`config.mk`:
```
export PLATFORM = sky130hd
export DESIGN_NAME = vfp_config_axi4l_master
export DESIGN_NICKNAME = d
export VERILOG_FILES = /design/src/rtl/vfp_config_pkg.sv /design/src/rtl/vfp_config_axi4l_master.sv
export SDC_FILE = /design/constraint.sdc
export NUM_CORES = 1
export LEC_CHECK = 0
export CAP_MARGIN = 20
export CORE_ASPECT_RATIO = 2
export CORE_MARGIN = 2
export CORE_UTILIZATION = 49
export CTS_BUF_LIST = sky130_fd_sc_hd__clkbuf_8
export DETAILED_ROUTE_END_ITERATION = 8
export PLACE_DENSITY = 0.94
export SLEW_MARGIN = 20
export SYNTH_ARGS = -nofsm -noshare
export SYNTH_HDL_FRONTEND = slang
export SYNTH_SLANG_ARGS = --single-unit
```
`constraint.sdc`:
```
create_clock -name ACLK -period 5.37 [get_ports ACLK]
set_input_delay 1.074 -clock ACLK [delete_from_list [all_inputs] [get_ports ACLK]]
set_output_delay 1.074 -clock ACLK [all_outputs]
set_load 0.01 [all_outputs]
```
`src/rtl/vfp_config_pkg.sv`:
```
`default_nettype none
// ============================================================================
// Module      : vfp_config_pkg
// Description : Shared types and constants for the VFP config AXI4-Lite master.
// Revision    : 1.0 - initial release
// ============================================================================
package vfp_config_pkg;

    localparam int CFG_DATA_WIDTH = 32;
    localparam int CFG_ADDR_WIDTH = 8;

    localparam logic [1:0] RESP_OKAY   = 2'b00;
    localparam logic [1:0] RESP_SLVERR = 2'b10;

    typedef enum logic [2:0] {
        ST_IDLE    = 3'd0,
        ST_WR_AW_W = 3'd1,
        ST_WR_B    = 3'd2,
        ST_RD_AR   = 3'd3,
        ST_RD_R    = 3'd4,
        ST_RSP     = 3'd5
    } cfg_state_t;

    typedef struct packed {
        logic                          write;
        logic [CFG_ADDR_WIDTH-1:0]     addr;
        logic [CFG_DATA_WIDTH-1:0]     wdata;
        logic [CFG_DATA_WIDTH/8-1:0]   wstrb;
    } cfg_cmd_t;

    typedef struct packed {
        logic                          write;
        logic [CFG_DATA_WIDTH-1:0]     rdata;
        logic [1:0]                    resp;
        logic                          timeout;
    } cfg_rsp_t;

    function automatic logic is_wait_state(input cfg_state_t s);
        return (s == ST_WR_AW_W) || (s == ST_WR_B) || (s == ST_RD_AR) || (s == ST_RD_R);
    endfunction

endpackage
`default_nettype wire

```
`src/rtl/vfp_config_axi4l_master.sv`:
```
`default_nettype none
// ============================================================================
// Module      : vfp_config_axi4l_master
// Description : Command-driven single-transaction AXI4-Lite master for vfpconfig.
// Revision    : 1.0 - initial release
// ============================================================================
module vfp_config_axi4l_master
    import vfp_config_pkg::*;
#(
    parameter int C_vfpConfig_DATA_WIDTH = 32,
    parameter int C_vfpConfig_ADDR_WIDTH = 8,
    parameter int TIMEOUT_CYCLES         = 1024
) (
    input  logic                                  ACLK,
    input  logic                                  ARESET,
    input  logic                                  cmd_valid,
    output logic                                  cmd_ready,
    input  logic                                  cmd_write,
    input  logic [C_vfpConfig_ADDR_WIDTH-1:0]     cmd_addr,
    input  logic [C_vfpConfig_DATA_WIDTH-1:0]     cmd_wdata,
    input  logic [C_vfpConfig_DATA_WIDTH/8-1:0]   cmd_wstrb,
    output logic                                  rsp_valid,
    input  logic                                  rsp_ready,
    output logic                                  rsp_write,
    output logic [C_vfpConfig_DATA_WIDTH-1:0]     rsp_rdata,
    output logic [1:0]                            rsp_resp,
    output logic                                  rsp_timeout,
    output logic [C_vfpConfig_ADDR_WIDTH-1:0]     AWADDR,
    output logic [2:0]                            AWPROT,
    output logic                                  AWVALID,
    input  logic                                  AWREADY,
    output logic [C_vfpConfig_DATA_WIDTH-1:0]     WDATA,
    output logic [C_vfpConfig_DATA_WIDTH/8-1:0]   WSTRB,
    output logic                                  WVALID,
    input  logic                                  WREADY,
    input  logic [1:0]                            BRESP,
    input  logic                                  BVALID,
    output logic                                  BREADY,
    output logic [C_vfpConfig_ADDR_WIDTH-1:0]     ARADDR,
    output logic [2:0]                            ARPROT,
    output logic                                  ARVALID,
    input  logic                                  ARREADY,
    input  logic [C_vfpConfig_DATA_WIDTH-1:0]     RDATA,
    input  logic [1:0]                            RRESP,
    input  logic                                  RVALID,
    output logic                                  RREADY
);

    localparam int c_CNT_W = $clog2(TIMEOUT_CYCLES);

    cfg_state_t                             r_state;
    logic [c_CNT_W-1:0]                     r_cnt;
    cfg_rsp_t                               r_rsp;
    logic                                   r_rsp_valid;
    logic [C_vfpConfig_ADDR_WIDTH-1:0]      r_awaddr;
    logic                                   r_awvalid;
    logic [C_vfpConfig_DATA_WIDTH-1:0]      r_wdata;
    logic [C_vfpConfig_DATA_WIDTH/8-1:0]    r_wstrb;
    logic                                   r_wvalid;
    logic                                   r_bready;
    logic [C_vfpConfig_ADDR_WIDTH-1:0]      r_araddr;
    logic                                   r_arvalid;
    logic                                   r_rready;

    logic w_done;
    logic w_abort;

    // Condition that completes the current wait state; it always wins over a same-cycle timeout.
    always_comb begin
        w_done = 1'b0;
        case (r_state)
            ST_WR_AW_W: w_done = (!r_awvalid || AWREADY) && (!r_wvalid || WREADY);
            ST_WR_B:    w_done = BVALID;
            ST_RD_AR:   w_done = ARREADY;
            ST_RD_R:    w_done = RVALID;
            default:    w_done = 1'b0;
        endcase
    end

    assign w_abort = is_wait_state(r_state) && !w_done &&
                     (r_cnt == c_CNT_W'(TIMEOUT_CYCLES - 1));

    always_ff @(posedge ACLK or posedge ARESET) begin
        if (ARESET) begin
            r_state     <= ST_IDLE;
            r_cnt       <= '0;
            r_rsp       <= '0;
            r_rsp_valid <= 1'b0;
            r_awaddr    <= '0;
            r_awvalid   <= 1'b0;
            r_wdata     <= '0;
            r_wstrb     <= '0;
            r_wvalid    <= 1'b0;
            r_bready    <= 1'b0;
            r_araddr    <= '0;
            r_arvalid   <= 1'b0;
            r_rready    <= 1'b0;
        end else if (w_abort) begin
            r_awvalid     <= 1'b0;
            r_wvalid      <= 1'b0;
            r_bready      <= 1'b0;
            r_arvalid     <= 1'b0;
            r_rready      <= 1'b0;
            r_rsp.rdata   <= '0;
            r_rsp.resp    <= RESP_SLVERR;
            r_rsp.timeout <= 1'b1;
            r_rsp_valid   <= 1'b1;
            r_state       <= ST_RSP;
        end else begin
            case (r_state)
                ST_IDLE: begin
                    if (cmd_valid) begin
                        r_rsp.write   <= cmd_write;
                        r_rsp.rdata   <= '0;
                        r_rsp.resp    <= RESP_OKAY;
                        r_rsp.timeout <= 1'b0;
                        r_cnt         <= '0;
                        if (cmd_write) begin
                            r_awaddr  <= cmd_addr;
                            r_wdata   <= cmd_wdata;
                            r_wstrb   <= cmd_wstrb;
                            r_awvalid <= 1'b1;
                            r_wvalid  <= 1'b1;
                            r_state   <= ST_WR_AW_W;
                        end else begin
                            r_araddr  <= cmd_addr;
                            r_arvalid <= 1'b1;
                            r_state   <= ST_RD_AR;
                        end
                    end
                end
                ST_WR_AW_W: begin
                    r_cnt <= r_cnt + 1'b1;
                    if (r_awvalid && AWREADY) r_awvalid <= 1'b0;
                    if (r_wvalid && WREADY)   r_wvalid  <= 1'b0;
                    if (w_done) begin
                        r_bready <= 1'b1;
                        r_cnt    <= '0;
                        r_state  <= ST_WR_B;
                    end
                end
                ST_WR_B: begin
                    r_cnt <= r_cnt + 1'b1;
                    if (BVALID) begin
                        r_bready    <= 1'b0;
                        r_rsp.resp  <= BRESP;
                        r_rsp_valid <= 1'b1;
                        r_state     <= ST_RSP;
                    end
                end
                ST_RD_AR: begin
                    r_cnt <= r_cnt + 1'b1;
                    if (ARREADY) begin
                        r_arvalid <= 1'b0;
                        r_rready  <= 1'b1;
                        r_cnt     <= '0;
                        r_state   <= ST_RD_R;
                    end
                end
                ST_RD_R: begin
                    r_cnt <= r_cnt + 1'b1;
                    if (RVALID) begin
                        r_rready    <= 1'b0;
                        r_rsp.rdata <= RDATA;
                        r_rsp.resp  <= RRESP;
                        r_rsp_valid <= 1'b1;
                        r_state     <= ST_RSP;
                    end
                end
                ST_RSP: begin
                    if (rsp_ready) begin
                        r_rsp_valid <= 1'b0;
                        r_state     <= ST_IDLE;
                    end
                end
                default: r_state <= ST_IDLE;
            endcase
        end
    end

    // Gated by reset so the port reads 0 during reset and 1 as soon as it releases.
    assign cmd_ready   = (r_state == ST_IDLE) && !ARESET;
    assign rsp_valid   = r_rsp_valid;
    assign rsp_write   = r_rsp.write;
    assign rsp_rdata   = r_rsp.rdata;
    assign rsp_resp    = r_rsp.resp;
    assign rsp_timeout = r_rsp.timeout;
    assign AWADDR      = r_awaddr;
    assign AWPROT      = 3'b000;
    assign AWVALID     = r_awvalid;
    assign WDATA       = r_wdata;
    assign WSTRB       = r_wstrb;
    assign WVALID      = r_wvalid;
    assign BREADY      = r_bready;
    assign ARADDR      = r_araddr;
    assign ARPROT      = 3'b000;
    assign ARVALID     = r_arvalid;
    assign RREADY      = r_rready;

endmodule
`default_nettype wire

```
==> out/metrics.yaml, run 1 <==
setup_path:
  startpoint: "ARREADY"
  crit_fanout: 18
  setup.worst_path.class: "input port to flop"
  ff2ff_setup_slack_ps: 2090
  worstSetupEndpoint: "rsp_rdata[9]$_DFFE_PP0P_"
  cp_slowest_cell: "a21oi_4"
  startpoint_type: "input port"
  path_buf_inv: 2
  slowest_delay_ps: 640
  crit_chain: "clkdlybuf4s50_1, nand3_1, nand2_1, nor4_4, nand2_4, a21oi_4, buf_4, mux2i_1"
  cp-end-kind: "flop"
  cp.depth: 8
  crit_required_ps: 5650
  crit_family: "simple AND/OR/NAND/NOR gates"
  r2r_start: "r_state[0]$_DFFE_PP0P_"
  reg2regPathDepth: 7
  cp.arrival_ps: 3880
  worst_r2r_endpoint: "rsp_rdata[9]$_DFFE_PP0P_"
clock_network:
  cts_inserted_buffers: 9
  clockBufferDepth: 2
  postCtsHoldBufs: 0
  cts_root_buf: "clkbuf_8"
  clk_pin_slew_ps: 100
  cts_resized: 0
  htreeDepth: 3
  cts_tree: "done"
  clk_latency_ps: 370
  post_cts_buffers: 0
  cts.sinks: 107
sta:
  rsz0062_at_grt: "false"
  tns_ps: 0
  drv_slew: 0
  setup_viol: 0
  tightest_slew_ps: 973
  worst_slack_ps: 1770
  period_minus_slack_ps: 3600
  relSlewSlack_pct: 35.0
  min_period_over_period_pct: 67.0
  finalHoldViolations: 0
  finalClockSkew_ps: 7.86
  max_freq_mhz: 278
cells_and_area:
  area_growth_pct: 42.6
  fillers: 742
  drive_gt1_share_pct: 6.49
  mostFrequentLayoutCells: "clkdlybuf4s50_1, nand2_1, dfrtp_1"
  final_area_um2: 6940
  nNetsFinal: 764
  stdcell_count: 810
  final_common_cell: "clkdlybuf4s50_1"
  n_antenna_cell: 0
detailed_routing:
  drt-initial-drc-count: 214
  drc_errors: 0
  vias_per_cell: 5.01
  ant_nets: 0
  vias: 4060
  firstDrtPassIters: 4
  avgRoutedWirePerCell_um: 15.6
  wirelength_mm: 12.6
floorplanning:
  rows: 51
  start_util_pct: 50.2
  coreArea_um2: 9700
  die_area_um2: 10800
  die_w_um: 74.5
  die_h_um: 145
  ios: 191
logic_synthesis:
  synth.top_cell.area_share_pct: 55.0
  ys_seq_area_share_pct: 55.0
  yosysWarnings: 0
  yosysTopAreaCell: "dfrtp_1"
  ys_top_cells_by_area: "dfrtp_1, nand2_1, mux2i_1"
  syn_area_um2: 4870
  synth_seq_cells: 107
  syn-mean-instance-area_um2: 9.78
  yosysUniqueCellTypes: 53
  synthCells: 498
run:
  maxCapViolCount: 0
global_routing:
  grt_overflow: 0
  grt_max_degree: 78
  antenna_found_initial: 0
  grt_pass1_wl_mm: 20.5
  grt_usage_pct: 24.4
  grt_pass1_vias: 4253
hold_path:
  hp-class: "flop to flop"
place:
  dpl-instance-area_um2: 6720
  preCtsSetupSlack_ps: 1430
  gp_congestion: 0.934
  dp_hpwl_mm: 9.53
  dp_cells: 794
  portBuffers: 184
pwr:
  total_power_mw: 3.74
  leakage_nw: 3.13
  peakVddDrop_mv: 0.296
  power.density_nw_per_um2: 539
run_status:
  status: "finished, final reports clean"
## routing by layer
| layer | global-route usage [%] | up-vias | routed length, um |
|---|---|---|---|
| met5 | 0 | - | 0 |
| met4 | 10.1 | 0 | 432 |
| met3 | 5.83 | 34 | 719 |
| met2 | 42.5 | 176 | 6800 |
| met1 | 27.3 | 1914 | 4690 |
| li1 | - | 1936 | - |
## cell type report
| cell class | count | area (um2) | area share [%] |
|---|---|---|---|
| clock buffer | 9 | 124 | 1.78 |
| sequential | 107 | 2680 | 38.6 |
| inverter | 39 | 149 | 2.15 |
| timing repair buffer | 188 | 1870 | 27.0 |
| multi-input combinational | 328 | 1850 | 26.7 |
| tap | 132 | 165 | 2.38 |
| clock inverter | 7 | 98.8 | 1.42 |
## cell usage after synthesis (all sizes together)
master and instances:
a221oi 1, xnor2 7, nand4bb 1, and2 1, a211oi 2, o41ai 1
o21a 1, buf 18, dfrtp 107, ha 1, a32oi 1, conb 1
nand3b 1, nand2b 2, mux2 10, a31o 1, and4 2, nand3 7
o2111a 1, a2bb2oi 1, nor3 3, o21ai 8, nor4 3, nand4 4
nor2 14, inv 39, clkbuf 11, and3 3, mux2i 33, nor2b 3
or3 1, o31ai 1, a21o 2, a22oi 2, a21oi 21, nand2 181
o22a 1, a22o 1
## flip-flops by register name, summed over array words and instances (netlist names), 2 cells and up
name and flops:
WDATA 32, r_cnt 10, rsp_resp 2, WSTRB 4
AWADDR 8, rsp_rdata 32, ARADDR 8, r_state 3
## where the power goes
part | internal (mW) | switching, mW | total (mW)
sequential | 1.15 | 0.245 | 1.39
clock | 0.266 | 0.275 | 0.541
combinational | 0.946 | 0.860 | 1.81
total | 2.36 | 1.38 | 3.74
## kinds of logic after synthesis
family	share of synthesized area [%]
xor+xnor	1.26
buf+inv	7.40
flops	55.0
mux	9.10
simple gates	20.1
fa+ha+maj	0.257
other cells	0.0770
compound gates	6.84
## worst min-delay path by stage
| stage | startpoint | endpoint | slack (ps) | cells past startpoint |
|---|---|---|---|---|
| 2_1_floorplan | r_cnt[7]$_DFFE_PP0P_ | r_cnt[7]$_DFFE_PP0P_ | 500 | 2 |
| 3_3_place_gp | WDATA[5]$_DFFE_PP0P_ | WDATA[5]$_DFFE_PP0P_ | 460 | 2 |
| 3_5_place_dp | WDATA[26]$_DFFE_PP0P_ | WDATA[26]$_DFFE_PP0P_ | 460 | 2 |
| 4_1_cts | WDATA[26]$_DFFE_PP0P_ | WDATA[26]$_DFFE_PP0P_ | 490 | 2 |
| 5_1_grt | WDATA[26]$_DFFE_PP0P_ | WDATA[26]$_DFFE_PP0P_ | 510 | 2 |
| 6_report | WSTRB[3]$_DFFE_PP0P_ | WSTRB[3]$_DFFE_PP0P_ | 480 | 2 |
## metrics by stage
| stage | util, % | hold slack, ps |
|---|---|---|
| floorplan | - | 503 |
| global placement | 69.3 | 456 |
| detailed placement | 69.3 | 461 |
| CTS | 71.6 | 486 |
| global route | 71.6 | 508 |
| finish | 71.6 | 481 |
## tightest hold or removal path, stage by stage, from the launching register on
cell and delay [ps]:
dfrtp_1 350, nand2_1 50, nand2_1 50
(Power assumes the default switching activity.)
==> inputs of run 2 (changes only) <==
Settings changed: CORE_UTILIZATION 49 to 41, PLACE_DENSITY 0.94 to 0.84.
Clock period 5.37 ns to 2.9 ns, I/O delays scaled along.
==> out/metrics.yaml, run 2 (synthesized netlist as in run 1, its figures left out) <==
run:
  maxCapViolCount: 0
pwr:
  peakVddDrop_mv: 0.536
  power.density_nw_per_um2: 977
  leakage_nw: 3.15
sta:
  max_freq_mhz: 356
  worst_slack_ps: 94.1
  drv_slew: 0
  finalHoldViolations: 0
  min_period_over_period_pct: 96.8
  setup_viol: 0
  finalClockSkew_ps: 17.7
  tns_ps: 0
  period_minus_slack_ps: 2810
  whs_ps: 484
  tightest_slew_ps: 781
  relSlewSlack_pct: 47.5
  rsz0062_at_grt: "false"
setup_path:
  cp.arrival_ps: 2230
  startpoint_type: "flop"
  cp_slowest_cell: "dfrtp_1"
  cp-end-kind: "primary output"
  path_buf_inv: 2
  crit_chain: "buf_4, nor4_1, clkdlybuf4s50_1"
  crit_required_ps: 2320
  setup.worst_path.class: "flop to primary output"
  crit_fanout: 14
  crit_family: "buffers and inverters"
  slowest_delay_ps: 610
global_routing:
  antenna_found_initial: 0
  grt_usage_pct: 20.2
  grt_pass1_wl_mm: 20.0
  grt_max_degree: 108
  grt_overflow: 0
  grt_pass1_vias: 4174
detailed_routing:
  wirelength_mm: 12.9
  avgRoutedWirePerCell_um: 15.5
  vias_per_cell: 4.96
  vias: 4113
  ant_nets: 0
  firstDrtPassIters: 4
  top_layer: "met4"
  wl_met1_mm: 4.74
  drc_errors: 0
  drt-initial-drc-count: 150
  dr_wl_met3_um: 812
  wl_met2_mm: 6.95
hold_path:
  hp-class: "flop to flop"
clock_network:
  cts_inserted_buffers: 9
  postCtsHoldBufs: 0
  htreeDepth: 3
  post_cts_buffers: 0
  clk_pin_slew_ps: 100
  cts_tree: "done"
  cts.sinks: 107
  clk_latency_ps: 370
  clockBufferDepth: 2
  cts_resized: 0
  cts_root_buf: "clkbuf_8"
floorplanning:
  ios: 191
  die_h_um: 158
  rows: 56
  start_util_pct: 41.9
  coreArea_um2: 11600
  die_area_um2: 12800
  die_w_um: 81.1
place:
  gp_congestion: 0.851
  portBuffers: 184
  dp_hpwl_mm: 9.66
  preCtsSetupSlack_ps: 49.6
run_status:
  status: "finished, final reports clean"
cells_and_area:
  mostFrequentLayoutCells: "clkdlybuf4s50_1, nand2_1, dfrtp_1"
  final_common_cell: "clkdlybuf4s50_1"
  n_antenna_cell: 0
  area_growth_pct: 43.7
  nNetsFinal: 771
  drive_gt1_share_pct: 7.59
  post-route-util_pct: 60.1
## run 2: cell count changes in the layout (fill, tap and decap cells not counted), sizes merged
cell,previous run,this run
buf,4,11
bufinv,2,0
clkinv,2,3
inv,41,42
## run 2: worst paths after layout
check	start	cells past startpoint	end	slack [ps]
max in group asynchronous	ARESET	3	r_state[1]$_DFFE_PP0P_	1690
hold / removal	WDATA[9]$_DFFE_PP0P_	2	WDATA[9]$_DFFE_PP0P_	480
min in group asynchronous	ARESET	3	rsp_valid$_DFFE_PP0P_	730
setup reg to reg	r_state[2]$_DFFE_PP0P_	5	rsp_resp[1]$_DFFE_PP0P_	320
setup / recovery	r_state[0]$_DFFE_PP0P_	3	cmd_ready	90
hold reg to reg	WDATA[9]$_DFFE_PP0P_	2	WDATA[9]$_DFFE_PP0P_	480
## run 2: layout make-up
cell class	count	area, um2
Timing Repair Buffer	195	1950
Clock buffer	9	124
Multi-Input combinational cell	328	1860
Clock inverter	7	57.6
Sequential cell	107	2680
Inverter	39	150
Fill cell	966	4640
Tap cell	145	181
## run 2: per-layer routing
metal,up-vias,global-route usage [%]
met1,1971,22.2
li1,1945,-
met3,33,4.85
met5,-,0
met4,0,8.72
met2,164,36.0
## run 2: power by group
part | total, mW | internal, mW | leakage (nW) | switching [mW]
Combinational | 3.40 | 1.80 | 1.67 | 1.60
Sequential | 2.57 | 2.12 | 1.38 | 0.445
Clock | 0.864 | 0.327 | 0.0950 | 0.537
Total | 6.83 | 4.25 | 3.15 | 2.58
## run 2: worst min-delay path: stages (launching register included)
cell and delay [ps]:
dfrtp_1 360, nand2_1 50, nand2_1 50
## run 2: metrics by stage
step / power, mW / area (um2) / instances
floorplan: 4.35 / 4890 / 503
global placement: 5.88 / 6810 / 814
detailed placement: 6.03 / 6810 / 814
CTS: 6.91 / 7000 / 830
global route: 7.30 / 7000 / 830
finish: 6.83 / 7000 / 830
